File: src/rtl/fcs_append.sv
// Transmit FCS stage: forwards the frame dibits, zero-pads to the minimum length,
// appends the CRC-32 FCS, then holds an inter-frame gap, dropping frames that arrive meanwhile.
module fcs_append #(
    parameter int MIN_FRAME_BYTES = 60,
    parameter int IFG_CYCLES      = 48,
    parameter int CNT_W           = 13
) (
    input  logic       clk,
    input  logic       rst,
    input  logic       axiiv,
    input  logic [1:0] axiid,
    output logic       axiov,
    output logic [1:0] axiod,
    output logic       busy,
    output logic       done,
    output logic       drop
);

    localparam logic [CNT_W-1:0] CNT_MAX    = '1;
    localparam logic [CNT_W-1:0] MIN_DIBITS = CNT_W'(MIN_FRAME_BYTES * 4);
    localparam int               GAP_W      = $clog2(IFG_CYCLES + 2);
    localparam logic [GAP_W-1:0] GAP_LAST   = GAP_W'(IFG_CYCLES);
    localparam logic [31:0]      POLY       = 32'hEDB88320;
    localparam logic [31:0]      CRC_INIT   = 32'hFFFF_FFFF;

    typedef enum logic [2:0] {
        IDLE,
        DATA,
        PAD,
        FCS,
        GAP
    } state_t;

    state_t           state;
    logic [31:0]      crc;
    logic [CNT_W-1:0] count;
    logic [3:0]       fcs_idx;
    logic [GAP_W-1:0] gap_cnt;
    logic             discard;
    logic             axiiv_q;

    logic             rise;
    logic             tail_busy;
    logic             need_pad;
    logic [CNT_W-1:0] count_inc;
    logic [31:0]      fcs_val;

    // Reflected CRC-32, wire-earlier bit (d[0]) first.
    function automatic logic [31:0] crc_step(input logic [31:0] c, input logic [1:0] d);
        logic [31:0] r;
        r = c;
        for (int i = 0; i < 2; i++) begin
            r = (r[0] ^ d[i]) ? ((r >> 1) ^ POLY) : (r >> 1);
        end
        return r;
    endfunction

    assign rise      = axiiv && !axiiv_q;
    assign tail_busy = (state == PAD) || (state == FCS) || (state == GAP);
    assign count_inc = (count == CNT_MAX) ? count : count + 1'b1;
    assign fcs_val   = ~crc;

    // A saturated count means an over-long frame: never pad it.
    assign need_pad  = (count != CNT_MAX) &&
                       ((count < MIN_DIBITS) || (count[1:0] != 2'b00));

    always_ff @(posedge clk or posedge rst) begin
        if (rst) begin
            state   <= IDLE;
            crc     <= CRC_INIT;
            count   <= '0;
            fcs_idx <= '0;
            gap_cnt <= '0;
            discard <= 1'b0;
            axiiv_q <= 1'b0;
            axiov   <= 1'b0;
            axiod   <= 2'b00;
            busy    <= 1'b0;
            done    <= 1'b0;
            drop    <= 1'b0;
        end else begin
            axiiv_q <= axiiv;
            drop    <= rise && tail_busy;
            discard <= axiiv && (discard || (rise && tail_busy));
            axiov   <= 1'b0;
            axiod   <= 2'b00;
            busy    <= 1'b0;
            done    <= 1'b0;
            case (state)
                IDLE: begin
                    if (axiiv && !discard) begin
                        axiov <= 1'b1;
                        axiod <= axiid;
                        crc   <= crc_step(CRC_INIT, axiid);
                        count <= {{(CNT_W-1){1'b0}}, 1'b1};
                        state <= DATA;
                    end
                end
                DATA, PAD: begin
                    if (state == DATA && axiiv) begin
                        axiov <= 1'b1;
                        axiod <= axiid;
                        crc   <= crc_step(crc, axiid);
                        count <= count_inc;
                    end else if (need_pad) begin
                        busy  <= 1'b1;
                        axiov <= 1'b1;
                        axiod <= 2'b00;
                        crc   <= crc_step(crc, 2'b00);
                        count <= count_inc;
                        state <= PAD;
                    end else begin
                        // crc now carries the not-yet-sent FCS bits
                        busy    <= 1'b1;
                        axiov   <= 1'b1;
                        axiod   <= fcs_val[1:0];
                        crc     <= fcs_val >> 2;
                        fcs_idx <= 4'd1;
                        state   <= FCS;
                    end
                end
                FCS: begin
                    busy    <= 1'b1;
                    axiov   <= 1'b1;
                    axiod   <= crc[1:0];
                    crc     <= crc >> 2;
                    fcs_idx <= fcs_idx + 1'b1;
                    if (fcs_idx == 4'd15) begin
                        done    <= 1'b1;
                        crc     <= CRC_INIT;
                        gap_cnt <= '0;
                        state   <= GAP;
                    end
                end
                GAP: begin
                    if (gap_cnt == GAP_LAST) begin
                        state <= IDLE;
                    end else begin
                        busy    <= 1'b1;
                        gap_cnt <= gap_cnt + 1'b1;
                    end
                end
                default: state <= IDLE;
            endcase
        end
    end

endmodule

File: config.mk
export PLATFORM = sky130hd
export DESIGN_NAME = fcs_append
export DESIGN_NICKNAME = d
export VERILOG_FILES = /design/src/rtl/fcs_append.sv
export SDC_FILE = /design/constraint.sdc
export NUM_CORES = 1
export LEC_CHECK = 0
export CORE_ASPECT_RATIO = 1.25
export CORE_MARGIN = 4
export CORE_UTILIZATION = 55
export DETAILED_ROUTE_END_ITERATION = 8
export PLACE_DENSITY = 0.72
export SYNTH_ARGS = -nofsm -noshare
export SYNTH_HDL_FRONTEND = slang
export SYNTH_SLANG_ARGS = --single-unit
File: constraint.sdc
create_clock -name clk -period 2.4 [get_ports clk]
set_clock_uncertainty 0.05 [all_clocks]
set_input_delay 0.24 -clock clk [delete_from_list [all_inputs] [get_ports clk]]
set_output_delay 0.24 -clock clk [all_outputs]
set_load 0.01 [all_outputs]
==> impl_metrics.env, run 1 <==
export IMPL_setup_ws_ns=0.1362
export IMPL_setup_violations=0
export IMPL_synthCells=397
export IMPL_grt_overflow_total=0
export IMPL_detailed_place_hpwl_um=6545
export IMPL_drv_slew=0
export IMPL_synth_edf_count=0
export IMPL_worst_pin_slew_ns=0.8352
export IMPL_die_height_um=100.8
export IMPL_clock_power_share_pct=42.5
export IMPL_ant_nets=0
export IMPL_io_pins=11
export IMPL_syn_area_per_cell_um2=9.549
export IMPL_placed_area_um2=4219
export IMPL_place_congestion=0.9511
export IMPL_swShare_pct=24.00
export IMPL_async_flop_share_pct=100.0
export IMPL_synth_top_cell_by_area="dfrtp_1"
export IMPL_root_buffer="clkbuf_8"
export IMPL_min_period_ns=2.264
export IMPL_hold_viol=0
export IMPL_p_switching_mw=0.4992
export IMPL_drive_above_1_share_pct=26.59
export IMPL_yosysSeqAreaShare_pct=44.62
export IMPL_core_um2=6648
export IMPL_final_cells=527
export IMPL_r2r_start="state[1]"
export IMPL_syn_num_nets=407
export IMPL_die_area_um2=8294
export IMPL_synth_warnings=0
export IMPL_yosys_top_cells_count="nand2_1, dfrtp_1, dfstp_2"
export IMPL_clockBufferDepth=2
export IMPL_max_cap_viol_count=0
export IMPL_p_int_mw=1.581
export IMPL_leakage_nw=1.871
export IMPL_synth_top_cell_area_share_pct=22.44
export IMPL_wl_um=9160
export IMPL_fp_dieW_um=82.26
export IMPL_synth_area_leaders="dfrtp_1, dfstp_2, nand2_1"
export IMPL_multi_input_area_um2=1954
export IMPL_crit_path_start_kind="register"
export IMPL_num_rows=33
export IMPL_cts_htree_levels=3
export IMPL_start_util_pct=57.03
export IMPL_ys_types=63
export IMPL_arrival_ns=2.50
export IMPL_utilization_pct=66.72
export IMPL_rsz0062_at_grt="yes"
export IMPL_cp_data_required_time_ns=2.64
export IMPL_dr_first_iter_drc_count=228
export IMPL_synth_ff_type="dfrtp_1"
export IMPL_critPathLaunch="state[1]"
export IMPL_dp_cells=511
export IMPL_cts_sinks=66
export IMPL_seqPwrFrac_pct=54.0
export IMPL_yosysMostFrequentCell="nand2_1"
export IMPL_postCtsSetupRepairBufs=0
export IMPL_via_per_inst=6.313
export IMPL_outcome="completed"
export IMPL_final_area_um2=4436
export IMPL_gr_usage_all_layers_pct=24.76
export IMPL_fmax_ghz=0.4417
export IMPL_worst_path_max_fanout=12
export IMPL_cts_made_buffers=9
export IMPL_diodes=0
export IMPL_vias=3327
export IMPL_ff_latch_area_um2=1692
export IMPL_grt_max_degree=44
export IMPL_drc=0
export IMPL_grt_pass1_wl_um=15910
export IMPL_relSlewSlack_pct=43.44
export IMPL_place_ws_ns=0.03119
export IMPL_clkTransAtPathRegs_ns=0.08
export IMPL_fin_crit_sh_pct=94.32
export IMPL_clock_latency_ns=0.36
export IMPL_ys_seq_elements=66
export IMPL_cts_tree="yes"
export IMPL_numPortBuffers=10
export IMPL_syn_to_final_growth_pct=17.00
export IMPL_power_density_nw_per_um2=469.0
export IMPL_antenna_found_initial=0
export IMPL_finalNetCount=445
export IMPL_peakVddDrop_uv=314.9
export IMPL_combinationalPowerShare_pct=3.5
export IMPL_synthesis_area_um2=3791
export IMPL_crit_type="reg2reg"
export IMPL_power_mw=2.080
export IMPL_fillCellCount=520
export IMPL_grt_pass1_vias=3296
export IMPL_drtPass1Iterations=4
export IMPL_hold_path_class="in2async"
export IMPL_post_drt_wl_per_cell_um=17.38
export IMPL_cp_end_kind="register"
## metal layers
layer / track usage, % / wire length [um] / vias up
met5: 0 / 0 / -
met4: 11.25 / 218 / 0
met3: 4.204 / 345 / 18
met2: 38.83 / 4550 / 73
met1: 33.07 / 4047 / 1655
li1: - / - / 1581
## layout by cell type, fill, tap and decap left out, types with 12 or more instances in the layout
master	netlist	layout
dfstp_2	32	32
nand3_1	15	15
a21oi_1	26	25
nor2_1	31	31
o211ai_1	13	13
o21ai_0	23	22
nand2_1	36	35
o221a_2	12	12
dfrtp_1	34	34
inv_1	22	21
buf_4	1	36
## sequential cells by signal, indices dropped and copies added (netlist names)
| register | cells |
|---|---|
| axiov | 1 |
| axiiv_q | 1 |
| gap_cnt | 6 |
| crc | 32 |
| done | 1 |
| busy | 1 |
| discard | 1 |
| count | 13 |
| fcs_idx | 4 |
| state | 3 |
| drop | 1 |
| axiod | 2 |
## what timing repair did
item / CTS / global route
setup endpoints to repair: 0 / 32
hold buffers: 0 / 0
resized for setup: 0 / 6
hold endpoints to repair: 0 / 0
## worst paths after layout
path	end	slack [ns]	cells after the start
min in group clk	drop	0.44	2
hold reg to reg	drop	0.44	2
setup / recovery	crc[14]	0.14	6
max in group asynchronous	crc[30]	1.44	3
setup reg to reg	crc[14]	0.14	6
hold / removal	done	0.19	2
## metrics by stage
| step | hold slack [ns] | setup TNS, ns |
|---|---|---|
| finish | 0.1943 | 0 |
| global route | 0.2463 | -0.1346 |
| CTS | 0.2132 | 0 |
| detailed placement | 0.4260 | 0 |
| global placement | 0.4225 | 0 |
| floorplan | 0.2214 | 0 |
## layout make-up
cell class / count / share of cell area, %
Multi-Input combinational cell: 288 / 44.06
Sequential cell: 66 / 38.14
Timing Repair Buffer: 48 / 9.252
Clock buffer: 10 / 3.357
Tap cell: 87 / 2.454
Inverter: 22 / 1.862
Clock inverter: 6 / 0.8745
## power by group through the flow
stage | Combinational (mW) | Clock (mW) | Sequential, mW
finish | 0.0732 | 0.884 | 1.12
global route | 0.0829 | 0.964 | 1.12
CTS | 0.0743 | 0.907 | 1.12
detailed placement | 0.0744 | 0 | 1.14
global placement | 0.0730 | 0 | 1.14
floorplan | 0.0414 | 0 | 1.14
## critical path: stages, from the launching register on
cell       delay (ns)
dfrtp_1          0.62
nand2b_1         0.14
a2bb2oi_1        0.18
buf_4            0.15
o311ai_1         0.72
o21ai_0          0.17
a21oi_1          0.17
## kinds of logic after synthesis
| group | synth area share (%) |
|---|---|
| flops | 44.62 |
| mux | 1.353 |
| compound gates | 24.72 |
| buf+inv | 4.719 |
| xor+xnor | 1.848 |
| fa+ha+maj | 1.650 |
| simple gates | 21.09 |
No activity file was read; power rests on OpenSTA's default activity.
==> run 2, diff against run 1 <==
--- a/config.mk
+++ b/config.mk
@@ -5,11 +5,13 @@
 export SDC_FILE = /design/constraint.sdc
 export NUM_CORES = 1
 export LEC_CHECK = 0
+export CELL_PAD_IN_SITES_DETAIL_PLACEMENT = 2
+export CELL_PAD_IN_SITES_GLOBAL_PLACEMENT = 2
 export CORE_ASPECT_RATIO = 1.25
 export CORE_MARGIN = 4
-export CORE_UTILIZATION = 55
+export CORE_UTILIZATION = 40
 export DETAILED_ROUTE_END_ITERATION = 8
-export PLACE_DENSITY = 0.72
+export PLACE_DENSITY_LB_ADDON = 0.1
 export SYNTH_ARGS = -nofsm -noshare
 export SYNTH_HDL_FRONTEND = slang
 export SYNTH_SLANG_ARGS = --single-unit
==> run 2 against run 1 <==
Net effect: non-clock buffer count up 10; register-to-register slack worse by 0.02 ns; via count up 5.7%; global-route usage up 0.56 points; first-iteration DRC count down 50%; power up 24%; fmax down 0.72%; core utilization down 15 points; clock-buffer cell count up 6; critical endpoint is now count[5]; largest cell class unchanged; largest power group is now the clock network.
==> impl_metrics.env, run 2 (synthesis results as in run 1) <==
export IMPL_r2r_setup_slack_ns=0.12
export IMPL_cts_made_buffers=9
export IMPL_worst_pin_slew_ns=0.6419
export IMPL_grt_pass1_wl_um=21240
export IMPL_io_pins=11
export IMPL_peakVddDrop_uv=346.2
export IMPL_numPortBuffers=10
export IMPL_fillCellCount=988
export IMPL_arrival_ns=2.49
export IMPL_vias=3516
export IMPL_drc=0
export IMPL_start_util_pct=41.33
export IMPL_hold_buffers=0
export IMPL_detailed_place_hpwl_um=8749
export IMPL_hold_viol=0
export IMPL_final_common_cell="buf_4"
export IMPL_largest_reg_flops=32
export IMPL_reg_largest_list="crc x32, count x13, gap_cnt x6"
export IMPL_crit_type="reg2reg"
export IMPL_max_cap_viol_count=0
export IMPL_syn_to_final_growth_pct=24.16
export IMPL_cts_tree="yes"
export IMPL_regMostFlops="crc"
export IMPL_drv_slew=0
export IMPL_grt_max_degree=44
export IMPL_layout_common_cells="buf_4, nand2_1, dfrtp_1"
export IMPL_power_density_nw_per_um2=546.7
export IMPL_r2r_end="count[5]"
export IMPL_power_mw=2.573
export IMPL_fin_crit_sh_pct=95.01
export IMPL_cp_end_kind="register"
export IMPL_diodes=0
export IMPL_post_drt_wl_per_cell_um=22.72
export IMPL_via_per_inst=6.136
export IMPL_min_period_ns=2.280
export IMPL_dp_cells=557
export IMPL_gr_usage_all_layers_pct=25.32
export IMPL_drtPass1Iterations=4
export IMPL_fp_dieW_um=95.08
export IMPL_place_congestion=0.8102
export IMPL_outcome="completed"
export IMPL_core_um2=9174
export IMPL_die_area_um2=11110
export IMPL_cp_data_required_time_ns=2.61
export IMPL_cts_htree_levels=3
export IMPL_drive_above_1_share_pct=28.22
export IMPL_hold_path_class="in2async"
export IMPL_clockBufferDepth=2
export IMPL_root_buffer="clkbuf_16"
export IMPL_wl_um=13020
export IMPL_num_rows=39
export IMPL_finalNetCount=455
export IMPL_setup_violations=0
export IMPL_fmax_ghz=0.4385
export IMPL_grt_overflow_total=0
export IMPL_ant_nets=0
export IMPL_relSlewSlack_pct=57.16
export IMPL_clkTransAtPathRegs_ns=0.06
export IMPL_die_height_um=116.8
export IMPL_crit_path_start_kind="register"
export IMPL_grt_pass1_vias=3864
export IMPL_worst_path_max_fanout=17
export IMPL_clock_latency_ns=0.34
export IMPL_dr_first_iter_drc_count=113
export IMPL_antenna_found_initial=0
export IMPL_leakage_nw=1.979
export IMPL_r2r_start="state[0]"
export IMPL_cts_sinks=66
export IMPL_final_cells=573
export IMPL_reg2regPathDepth=6
[run 2: changes by cell type in the layout (fill, tap and decap cells not counted), moves of 2 or more]
cell	delta
clkbuf_1	+2
buf_4	+8
clkbuf_16	+9
clkinv_4	-2
o21ai_1	-2
clkinv_2	-3
clkbuf_8	-5
[run 2: metrics by stage]
step | setup slack (ns) | area (um2) | hold slack [ns] | util, % | setup TNS [ns]
after CTS | 0.02629 | 4674 | 0.2411 | 50.95 | 0
after global routing | -0.02748 | 4707 | 0.2853 | 51.31 | -0.04859
after global placement | 0.08037 | 4352 | 0.4234 | 47.44 | 0
final | 0.1197 | 4707 | 0.2274 | 51.31 | 0
after floorplan | 0.3066 | 3791 | 0.2214 | - | 0
after detailed placement | -0.08595 | 4352 | 0.4316 | 47.44 | -0.1695
[run 2: power by group]
group | internal (mW) | total (mW) | leakage (nW) | switching, mW
Combinational | 0.0307 | 0.0842 | 1.05 | 0.0535
Sequential | 1.12 | 1.13 | 0.771 | 0.00476
Clock | 0.876 | 1.36 | 0.154 | 0.487
[run 2: cell type report]
cell class	count	area [um2]	share of cell area, %
inverters	22	82.58	1.754
clock buffers	16	312.8	6.645
multi-input cells	288	1964	41.73
repair buffers	58	501.7	10.66
flip-flops and latches	66	1692	35.94
well taps	123	153.9	3.270
[run 2: worst max path at each step]
stage	start	endpoint
finish	state[0]	count[5]
global route	count[8]	crc[9]
CTS	count[8]	count[2]
detailed placement	axiiv	count[2]
global placement	count[4]	crc[30]
floorplan	count[0]	crc[23]
[run 2: repair_timing]
action | in CTS | in global routing
buffers inserted | 0 | 0
cloned | 0 | 0
resized for setup | 2 | 6
endpoints found under the hold margin | 0 | 0
setup endpoints to repair | 8 | 39
[run 2: metal layers]
metal	vias up	share of wire, %	global-route usage (%)
met5	-	0	0
met1	1826	41	29.20
met4	0	3.1	11.07
met2	60	53	45.31
met3	35	2.4	4.795
li1	1595	-	-
[run 2: critical path, cell delays in order (launching register included)]
cell and delay [ns]:
dfrtp_1 0.64, nand2b_1 0.21, a2bb2oi_1 0.34, nor3_2 0.13, buf_12 0.17, nor4_1 0.43
mux2i_1 0.23
==> run 3, diff against run 2 <==
--- a/config.mk
+++ b/config.mk
@@ -5,11 +5,12 @@
 export SDC_FILE = /design/constraint.sdc
 export NUM_CORES = 1
 export LEC_CHECK = 0
+export ABC_AREA = 1
 export CELL_PAD_IN_SITES_DETAIL_PLACEMENT = 2
 export CELL_PAD_IN_SITES_GLOBAL_PLACEMENT = 2
 export CORE_ASPECT_RATIO = 1.25
 export CORE_MARGIN = 4
-export CORE_UTILIZATION = 40
+export CORE_UTILIZATION = 36
 export DETAILED_ROUTE_END_ITERATION = 8
 export PLACE_DENSITY_LB_ADDON = 0.1
 export SYNTH_ARGS = -nofsm -noshare
==> run 3 against run 2 <==
Net effect: power down 0.74%; wire length up 13%; clock-buffer cell count shrank 6; core utilization fell by 8.7 points; critical path depth grew 6; largest power group unchanged.
==> impl_metrics.env, run 3 <==
export IMPL_outcome="completed"
export IMPL_diodes=0
export IMPL_path_buf_inv=3
export IMPL_setup_tns_ns=0
export IMPL_crit_chain="ha_1, inv_1, nor2_4, nand4_4, nand2_4, nand2_2, buf_4, nand3_1, nand3_1, nand3_1, nand2_1, inv_1"
export IMPL_peakVddDrop_uv=373.6
export IMPL_detailed_place_hpwl_um=10060
export IMPL_max_cap_viol_count=0
export IMPL_synth_area_leaders="dfrtp_1, dfstp_2, nand2_1"
export IMPL_synth_ff_type="dfrtp_1"
export IMPL_drc=0
export IMPL_die_height_um=130.0
export IMPL_grt_pass1_vias=4698
export IMPL_seqPwrFrac_pct=43.8
export IMPL_numPortBuffers=10
export IMPL_swShare_pct=22.78
export IMPL_clkTransAtPathRegs_ns=0.06
export IMPL_drtPass1Iterations=4
export IMPL_postCtsSetupRepairBufs=0
export IMPL_via_per_inst=5.372
export IMPL_start_util_pct=36.89
export IMPL_fmax_ghz=0.4524
export IMPL_route_met3_wl_um=306
export IMPL_wl_um=14720
export IMPL_antenna_found_initial=0
export IMPL_syn_to_final_growth_pct=15.47
export IMPL_ant_nets=0
export IMPL_clock_power_share_pct=53.4
export IMPL_layout_common_cells="nand2_1, nand3_1, inv_1"
export IMPL_io_pins=11
export IMPL_arrival_ns=2.43
export IMPL_setup_violations=0
export IMPL_cp_data_required_time_ns=2.62
export IMPL_crit_type="reg2reg"
export IMPL_cts_made_buffers=9
export IMPL_synth_warnings=0
export IMPL_r2r_start="count[0]"
export IMPL_reg_largest_list="crc x32, count x13, gap_cnt x6"
export IMPL_num_rows=44
export IMPL_regMostFlops="crc"
export IMPL_cts_tree="yes"
export IMPL_root_buffer="clkbuf_16"
export IMPL_syn_num_nets=612
export IMPL_yosys_top_cells_count="nand2_1, nand3_1, inv_1"
export IMPL_place_congestion=0.7823
export IMPL_fp_dieW_um=105.6
export IMPL_power_density_nw_per_um2=516.2
export IMPL_worst_path_max_fanout=17
export IMPL_cp_end_kind="register"
export IMPL_p_int_mw=1.972
export IMPL_critPathLaunch="count[0]"
export IMPL_cts_htree_levels=3
export IMPL_grt_max_degree=67
export IMPL_combinationalPowerShare_pct=2.7
export IMPL_vias=4233
export IMPL_utilization_pct=42.60
export IMPL_grt_pass1_wl_um=24780
export IMPL_rsz0062_at_grt="no"
export IMPL_syn_area_per_cell_um2=7.119
export IMPL_relSlewSlack_pct=59.47
export IMPL_synthesis_area_um2=4285
export IMPL_die_area_um2=13720
export IMPL_synth_top_cell_area_share_pct=19.85
export IMPL_crit_path_max_incr_delay_ns=0.40
export IMPL_critPathMostFrequentCell="nand3_1"
export IMPL_async_flop_share_pct=100.0
export IMPL_ys_types=33
export IMPL_hold_path_class="in2async"
export IMPL_gr_usage_all_layers_pct=22.77
export IMPL_min_period_ns=2.211
export IMPL_cts_sinks=66
export IMPL_hold_viol=0
export IMPL_worst_pin_slew_ns=0.6034
export IMPL_crit_path_start_kind="register"
export IMPL_p_switching_mw=0.5819
export IMPL_fin_crit_sh_pct=92.11
export IMPL_grt_overflow_total=0
export IMPL_slowest_stage="dfrtp_1"
export IMPL_synth_edf_count=0
export IMPL_finalNetCount=632
export IMPL_yosysMostFrequentCell="nand2_1"
export IMPL_synth_top_cell_by_area="dfrtp_1"
export IMPL_reg2regPathDepth=12
export IMPL_final_common_cell="nand2_1"
export IMPL_dr_first_iter_drc_count=164
export IMPL_post_drt_wl_per_cell_um=18.68
export IMPL_clockBufferDepth=2
export IMPL_dr_wl_met2_um=7673
export IMPL_clock_latency_ns=0.33
export IMPL_r2r_end="crc[21]"
export IMPL_drv_slew=0
export IMPL_fillCellCount=1399
export IMPL_largest_reg_flops=32
export IMPL_r2r_setup_slack_ns=0.19
export IMPL_wl_met1_um=6531
export IMPL_drive_above_1_share_pct=16.11
export IMPL_path_delay_family="simple AND/OR/NAND/NOR gates"
export IMPL_ys_seq_elements=66
export IMPL_core_um2=11620
export IMPL_yosysSeqAreaShare_pct=39.47
export IMPL_synthCells=602
export IMPL_leakage_nw=2.564
export IMPL_top_layer_used="met4"
run 3: cells by family after synthesis:
kind of cell	after synthesis	share of synthesized area, %
and+or+nand+nor	317	33.28
buffers and inverters	116	10.98
AOI/OAI and AO/OA	88	12.76
DFF	66	39.47
adders and majority gates	5	1.460
xor gates and xnor gates	10	2.044
run 3: how the worst max path moves through the flow:
stage / to / slack [ns] / cells after the start
after detailed placement: crc[20] / 0.03 / 14
after global placement: crc[20] / 0.12 / 14
after CTS: crc[21] / 0.12 / 12
after floorplan: axiiv_q / 0.51 / 1
after global routing: crc[21] / 0.008 / 12
final: crc[21] / 0.19 / 12
run 3: final cells by class:
type / instances / area [um2] / share of cell area, %
sequential: 66 / 1692 / 34.18
tap: 161 / 201.4 / 4.071
clock inverter: 6 / 63.81 / 1.290
timing repair buffer: 30 / 262.8 / 5.310
inverter: 95 / 356.6 / 7.206
clock buffer: 10 / 239.0 / 4.829
multi-input combinational: 420 / 2133 / 43.11
run 3: layer usage:
metal / up-vias / track usage (%)
met1: 2189 / 28.20
met5: - / 0
met3: 15 / 3.068
li1: 1985 / -
met2: 44 / 41.40
met4: 0 / 6.784
run 3: power by group through the flow:
stage                     Clock [mW]  Combinational (mW)  Sequential, mW
after floorplan                    0              0.0379            1.14
after global placement             0              0.0693            1.14
after detailed placement           0              0.0724            1.14
after CTS                       1.40              0.0729            1.12
after global routing            1.46              0.0797            1.12
final                           1.36              0.0701            1.12
run 3: worst reg2reg max path, cell delays in order, from the launching register on:
cell	delay [ns]
dfrtp_1	0.40
ha_1	0.21
inv_1	0.11
nor2_4	0.22
nand4_4	0.14
nand2_4	0.23
nand2_2	0.13
buf_4	0.23
nand3_1	0.11
nand3_1	0.08
nand3_1	0.09
nand2_1	0.07
inv_1	0.07
run 3: what timing repair did:
item                       in CTS  in global routing
setup endpoints to repair       0                 11
gates resized for setup         0                  3
hold buffers                    0                  0
run 3: metrics by stage:
stage          worst slack (ns)  cell area (um2)  power (mW)  std cells  hold slack (ns)
6_report                 0.1893             4949       2.554        788           0.2563
5_1_grt                0.008276             4949       2.654        788           0.2936
4_1_cts                  0.1162             4938       2.590        788           0.2897
3_5_place_dp            0.02771             4636       1.210        772           0.3808
3_3_place_gp             0.1230             4636       1.207        772           0.3643
2_1_floorplan            0.5082             4285       1.176        602           0.2214
